===== config.mk =====
export PLATFORM = sky130hd
export DESIGN_NAME = univ_shift_reg
export DESIGN_NICKNAME = d
export VERILOG_FILES = /design/src/rtl/univ_shift_reg.sv
export SDC_FILE = /design/constraint.sdc
export NUM_CORES = 1
export LEC_CHECK = 0
export ABC_AREA = 1
export CORE_ASPECT_RATIO = 1.4
export CORE_UTILIZATION = 35
export CTS_CLUSTER_SIZE = 30
export DETAILED_ROUTE_END_ITERATION = 16
export PLACE_DENSITY = 0.58
export SKIP_LAST_GASP = 1
export SLEW_MARGIN = 20
export SYNTH_ARGS = -nofsm -noshare
export SYNTH_HDL_FRONTEND = slang
export SYNTH_SLANG_ARGS = --single-unit

===== constraint.sdc =====
create_clock -name clk -period 2.95 [get_ports clk]
set_input_delay 0.59 -clock clk [delete_from_list [all_inputs] [get_ports clk]]
set_output_delay 0.59 -clock clk [all_outputs]
set_load 0.01 [all_outputs]

===== src/rtl/univ_shift_reg.sv =====
// Parametrised load/shift register with five shift/rotate modes, serial in/out
// and a multi-step shift engine driven by a start/busy/done handshake.
//
// state | meaning
// IDLE  | waiting for ld, start or shEn
// SHIFT | one step per edge using the latched mode, counter counts down
// DONE  | one-cycle completion pulse, then back to IDLE
module univ_shift_reg #(
  parameter int WIDTH = 16,
  parameter int CNT_W = 5
) (
  input  logic             clk,
  input  logic             rst,
  input  logic             ld,
  input  logic [WIDTH-1:0] dataIn,
  input  logic             shEn,
  input  logic             start,
  input  logic [2:0]       mode,
  input  logic [CNT_W-1:0] amount,
  input  logic             serIn,
  output logic [WIDTH-1:0] dataOut,
  output logic             serOut,
  output logic             busy,
  output logic             done
);

  localparam logic [1:0] S_IDLE  = 2'd0;
  localparam logic [1:0] S_SHIFT = 2'd1;
  localparam logic [1:0] S_DONE  = 2'd2;

  localparam logic [2:0] M_SLL = 3'd0;
  localparam logic [2:0] M_SRL = 3'd1;
  localparam logic [2:0] M_SRA = 3'd2;
  localparam logic [2:0] M_ROL = 3'd3;
  localparam logic [2:0] M_ROR = 3'd4;

  logic [1:0]       state;
  logic [WIDTH-1:0] data;
  logic             ser_q;
  logic [CNT_W-1:0] cnt;
  logic [2:0]       mode_q;
  logic [WIDTH-1:0] step_data;
  logic             step_out;
  logic             mode_ok;

  assign mode_ok = (mode <= M_ROR);

  // One step of the latched operation; the reserved encodings never get latched.
  always_comb begin
    step_data = data;
    step_out  = ser_q;
    case (mode_q)
      M_SLL: begin
        step_data = {data[WIDTH-2:0], serIn};
        step_out  = data[WIDTH-1];
      end
      M_SRL: begin
        step_data = {serIn, data[WIDTH-1:1]};
        step_out  = data[0];
      end
      M_SRA: begin
        step_data = {data[WIDTH-1], data[WIDTH-1:1]};
        step_out  = data[0];
      end
      M_ROL: begin
        step_data = {data[WIDTH-2:0], data[WIDTH-1]};
        step_out  = data[WIDTH-1];
      end
      M_ROR: begin
        step_data = {data[0], data[WIDTH-1:1]};
        step_out  = data[0];
      end
      default: begin
        step_data = data;
        step_out  = ser_q;
      end
    endcase
  end

  always_ff @(posedge clk or posedge rst) begin
    if (rst) begin
      state  <= S_IDLE;
      data   <= '0;
      ser_q  <= 1'b0;
      cnt    <= '0;
      mode_q <= M_SLL;
    end else if (ld) begin
      // Load aborts any running operation silently; serOut keeps its value.
      data  <= dataIn;
      state <= S_IDLE;
    end else begin
      case (state)
        S_IDLE: begin
          if (start && mode_ok) begin
            mode_q <= mode;
            if (amount != '0) begin
              cnt   <= amount;
              state <= S_SHIFT;
            end else begin
              state <= S_DONE;
            end
          end else if (!start && shEn) begin
            data  <= {data[WIDTH-2:0], serIn};
            ser_q <= data[WIDTH-1];
          end
        end
        S_SHIFT: begin
          data  <= step_data;
          ser_q <= step_out;
          cnt   <= cnt - 1'b1;
          if (cnt == {{(CNT_W-1){1'b0}}, 1'b1}) state <= S_DONE;
        end
        S_DONE: begin
          state <= S_IDLE;
        end
        default: begin
          state <= S_IDLE;
        end
      endcase
    end
  end

  assign dataOut = data;
  assign serOut  = ser_q;
  assign busy    = (state == S_SHIFT);
  assign done    = (state == S_DONE);

endmodule


Word level (Yosys, flattened, before mapping). Cells that the tools add are included.

Add/subtract/negate cells: 1. Magnitude comparators: 1. Equality and inequality tests: 19. Mux-type cells: 17. Bitwise operators: 1. Reduce and logical (&&, ||, !) cells: 16.

Operators by type and width (count): $pmux 16 s5 (1); $mux 16 (3); $pmux 16 s2 (1); $ne 3x3->1 const B (5); $mux 5 (2); $pmux 5 s2 (1); $reduce_and 5->1 (2); $mux 2 (4); $ne 2x2->1 const B (4); $reduce_and 4->1 (2); $ne 7x2->1 const B (1); $eq 3x2->1 const B (2); $ne 6x2->1 const B (1); $eq 5x1->1 const B (1); $reduce_bool 5->1 (1); $sub 5x1->5 const B (1); $pmux 1 s2 (2); $pmux 2 s2 (1); $eq 3x1->1 const B (1); $eq 3x3->1 const B (1); $le 3x3->1 const B (1); $logic_not 3->1 (1); $ne 3x2->1 const B (1); $reduce_and 3->1 (1); 12 further kinds (14).

Register bits after elaboration: 27. Output and inout bits: 19.

Depth between registers and ports, before layout.
Depth after elaboration: 6. Gate-level depth with buffers: 10. Mapped depth without buffers: 9.

Worst setup path after synthesis. No wires, ideal clock.

Path kind: input to register. Start point: input amount[1]. End point: register cnt[0]. Setup time: 144 ps. Arrival time: 1311 ps. Setup slack: 1496 ps. Stages on the path: 4. Path through: nor2_1 -> nand3_1 -> o211ai_1 -> o21ai_0.

Longest elaborated chain between the ends: 3.

Ends and longest elaborated chain: start: declaration (RTL line 19) `input logic [CNT_W-1:0] amount,`; $reduce_bool 5->1 (RTL line 96) `if (amount != '0) begin`; $ne 2x2->1 (no source line); $reduce_and 4->1 (no source line); end signal: assignment (RTL line 97) `cnt <= amount;`; end signal: assignment (RTL line 110) `cnt <= cnt - 1'b1;`; end: declaration (RTL line 40) `logic [CNT_W-1:0] cnt;`.

No other way between the ends. A chain may end at the register's enable or synchronous reset.

Final worst setup path.
Start point: register state[1]. End point: output busy.

Longest elaborated chain between the ends: 1.

Ends and longest elaborated chain: start: declaration (RTL line 37) `logic [1:0] state;`; start signal: assignment (RTL line 82) `state <= S_IDLE;`; start signal: assignment (RTL line 90) `state <= S_IDLE;`; start signal: assignment (RTL line 98) `state <= S_SHIFT;`; $eq 2x1->1 (RTL line 125) `assign busy = (state == S_SHIFT);`; end: declaration (RTL line 23) `output logic busy,`.

No other way between the ends.

==> results.sh <==
export IMPL_status="finished clean"
export IMPL_antenna_found_initial=0
export IMPL_p_sw_share_pct=44.8
export IMPL_cts_root_buf="clkbuf_8"
export IMPL_seqPwrFrac_pct=35.4
export IMPL_synth_common_cells="nand2_1, nor2_1, nand3_1, dfrtp_1, inv_1"
export IMPL_insertion_delay_ps=270
export IMPL_cts_made_buffers=3
export IMPL_die_x_um=61.7
export IMPL_cp_max_fo=11
export IMPL_grt_remaining_overflow=0
export IMPL_synth_cell_types=23
export IMPL_p_comb_share_pct=54.6
export IMPL_syn_avg_cell_area_um2=6.38
export IMPL_fin_nets=353
export IMPL_first_pass_iters=4
export IMPL_synth_top_family_by_area="simple AND/OR/NAND/NOR gates"
export IMPL_holdCritPathClass="register to register"
export IMPL_period_share_pct=76.6
export IMPL_busiest_layer="met2"
export IMPL_initial_core_util_pct=36.1
export IMPL_regArea_um2=676
export IMPL_synthAdderAreaFrac_pct=1.43
export IMPL_cts_sinks=27
export IMPL_met2_usage_pct=32.1
export IMPL_total_power_mw=2.12
export IMPL_ys_ff_latch=27
export IMPL_die_h_um=85.6
export IMPL_synth_flop_cell="dfrtp_1"
export IMPL_grt_pass1_wl_um=7180
export IMPL_worstMarginPinSlew_ps=661
export IMPL_row_count=30
export IMPL_yosysTopAreaCell="dfrtp_1"
export IMPL_arrival_ps=1670
export IMPL_p_int_mw=1.17
export IMPL_design_core_area_um2=4840
export IMPL_htreeDepth=1
export IMPL_pwr_share_clk_pct=10.0
export IMPL_syn_area_um2=1750
export IMPL_synth_edf_count=0
export IMPL_met3_usage_pct=1.96
export IMPL_globalplace_congestion=0.733
export IMPL_n_antenna_cell=0
export IMPL_hpwlAfterDp_um=3190
export IMPL_io_buffers=48
export IMPL_dieArea_um2=5280
export IMPL_finClkSkew_ps=8.41
export IMPL_worstPathRequired_ps=2360
export IMPL_slew_violations=0
export IMPL_synthCells=274
export IMPL_setup_viol=0
export IMPL_cts_buffer_depth=2
export IMPL_fmax_mhz=442
export IMPL_n_fill_cell=518
export IMPL_grt_max_degree=33
export IMPL_slew_headroom_pct=55.7
export IMPL_pwr_density_cell_nw_per_um2=916
export IMPL_io_pin_count=49
export IMPL_cts_setup_buffers=0
export IMPL_crit_type="register to primary output"
export IMPL_yosysMostFrequentCell="nand2_1"
export IMPL_ir_worst_vdd_v=0.000358
export IMPL_synth_seq_area_share_pct=38.7
export IMPL_power_leakage_nw=1.14
export IMPL_finalHoldViolations=0
export IMPL_first_iter_violations=129
export IMPL_drv_cap=0
export IMPL_vias=1788
export IMPL_synth_xor_area_share_pct=0.501
export IMPL_cp_start_kind="register"
export IMPL_syn_nets=306
export IMPL_async_flop_share_pct=100
export IMPL_multi_input_area_um2=921
export IMPL_final_cell_area_um2=2310
export IMPL_finalWirelength_um=4350
export IMPL_use_met1_pct=21.8
export IMPL_synth_top_area_share_pct=38.7
export IMPL_end_kind="primary output"
export IMPL_cts_tree="built"
export IMPL_area_growth_pct=32.4
export IMPL_wl_per_cell_um=11.3
export IMPL_holdBufCountCts=0
export IMPL_ctsResizeCount=0
export IMPL_synth_compound_area_share_pct=7.23
export IMPL_synth_simple_area_share_pct=42.9
export IMPL_min_period_ps=2260
export IMPL_muxShareOfSynthArea_pct=0.573
export IMPL_grt_use_total_pct=18.0
export IMPL_finalSetupTns_ps=0
export IMPL_ys_top_cells_by_area="dfrtp_1, nand2_1, nor2_1, nand3_1, o21ai_0"
export IMPL_rsz0062_at_grt="no"
export IMPL_placedInstanceArea_um2=2270
export IMPL_path_clk_slew_ps=90
export IMPL_drive_gt1_share_pct=3.13
export IMPL_ys_warn_count=0
export IMPL_power_switching_mw=0.950
export IMPL_grt_pass1_vias=1677
export IMPL_avgViaCountPerCell=4.66
export IMPL_drc_errors=0
export IMPL_ant_nets=0
-- critical path: stages (launching register included) --
cell             delay [ps]
dfrtp_1                 410
inv_1                   110
nand2_2                 120
inv_2                   190
clkdlybuf4s50_1         560
-- logic make-up after synthesis --
kind of cell | after synthesis
flip-flops | 27
XOR/XNOR | 1
buffers and inverters | 33
multiplexers | 1
AO/OA/AOI/OAI | 23
adder cells (fa/ha/maj) | 2
AND/OR/NAND/NOR | 187
-- metrics by stage --
stage | std cells | util, % | worst slack [ps] | hold WS [ps]
final | 384 | 47.8 | 690 | 496
after global routing | 384 | 47.8 | 577 | 526
after CTS | 384 | 47.8 | 665 | 501
after detailed placement | 380 | 46.9 | 773 | 479
after global placement | 380 | 46.9 | 803 | 471
after floorplan | 274 | - | 1500 | 453
-- cell type report --
type / count / share of cell area, %
Timing Repair Buffer: 51 / 21.7
Inverter: 24 / 3.89
Multi-Input combinational cell: 214 / 39.8
Clock buffer: 4 / 1.95
Tap cell: 64 / 3.46
Sequential cell: 27 / 29.2
-- registers in the layout, summed over array words and instances, names as in the netlist --
name	count
serOut	1
cnt	5
dataOut	16
state	2
mode_q	3
-- power by group through the flow --
stage,Sequential (mW),Clock [mW],Combinational [mW]
floorplan,0.764,0,0.706
global placement,0.754,0,1.16
detailed placement,0.759,0,1.17
CTS,0.752,0.219,1.18
global route,0.777,0.236,1.34
finish,0.751,0.212,1.16
-- layout by cell type (no fill, tap or decap) --
cell and n:
buf_4 3, ha_1 2, o211ai_1 2, clkbuf_8 3, o21a_1 1, xor2_1 1, clkdlybuf4s50_1 48, nand4_1 2
nand3_1 30, a21oi_1 1, nor3_1 1, dfrtp_1 27, clkbuf_1 1, mux2i_1 1, nand2_2 1, inv_2 1
nand2_1 105, nor2_1 47, o21ai_0 18, inv_1 23, a21oi_2 1, nor2_2 1
-- final timing paths --
kind	start	depth (start not counted)	to	slack [ps]
max	state[1]	4	busy	690
min	cnt[1]	2	cnt[1]	500
max reg2reg	state[1]	9	dataOut[14]	1080
min reg2reg	cnt[1]	2	cnt[1]	500
max in group asynchronous	rst	3	dataOut[9]	2000
min in group asynchronous	rst	3	mode_q[2]	680
-- routing by layer --
metal | share of wire, % | up-vias | wire [um]
li1 | - | 949 | -
met1 | 44 | 793 | 1900
met2 | 52 | 41 | 2260
met3 | 3.1 | 5 | 136
met4 | 1.3 | 0 | 55
met5 | 0 | - | 0
No activity file was read; power rests on OpenSTA's default activity.
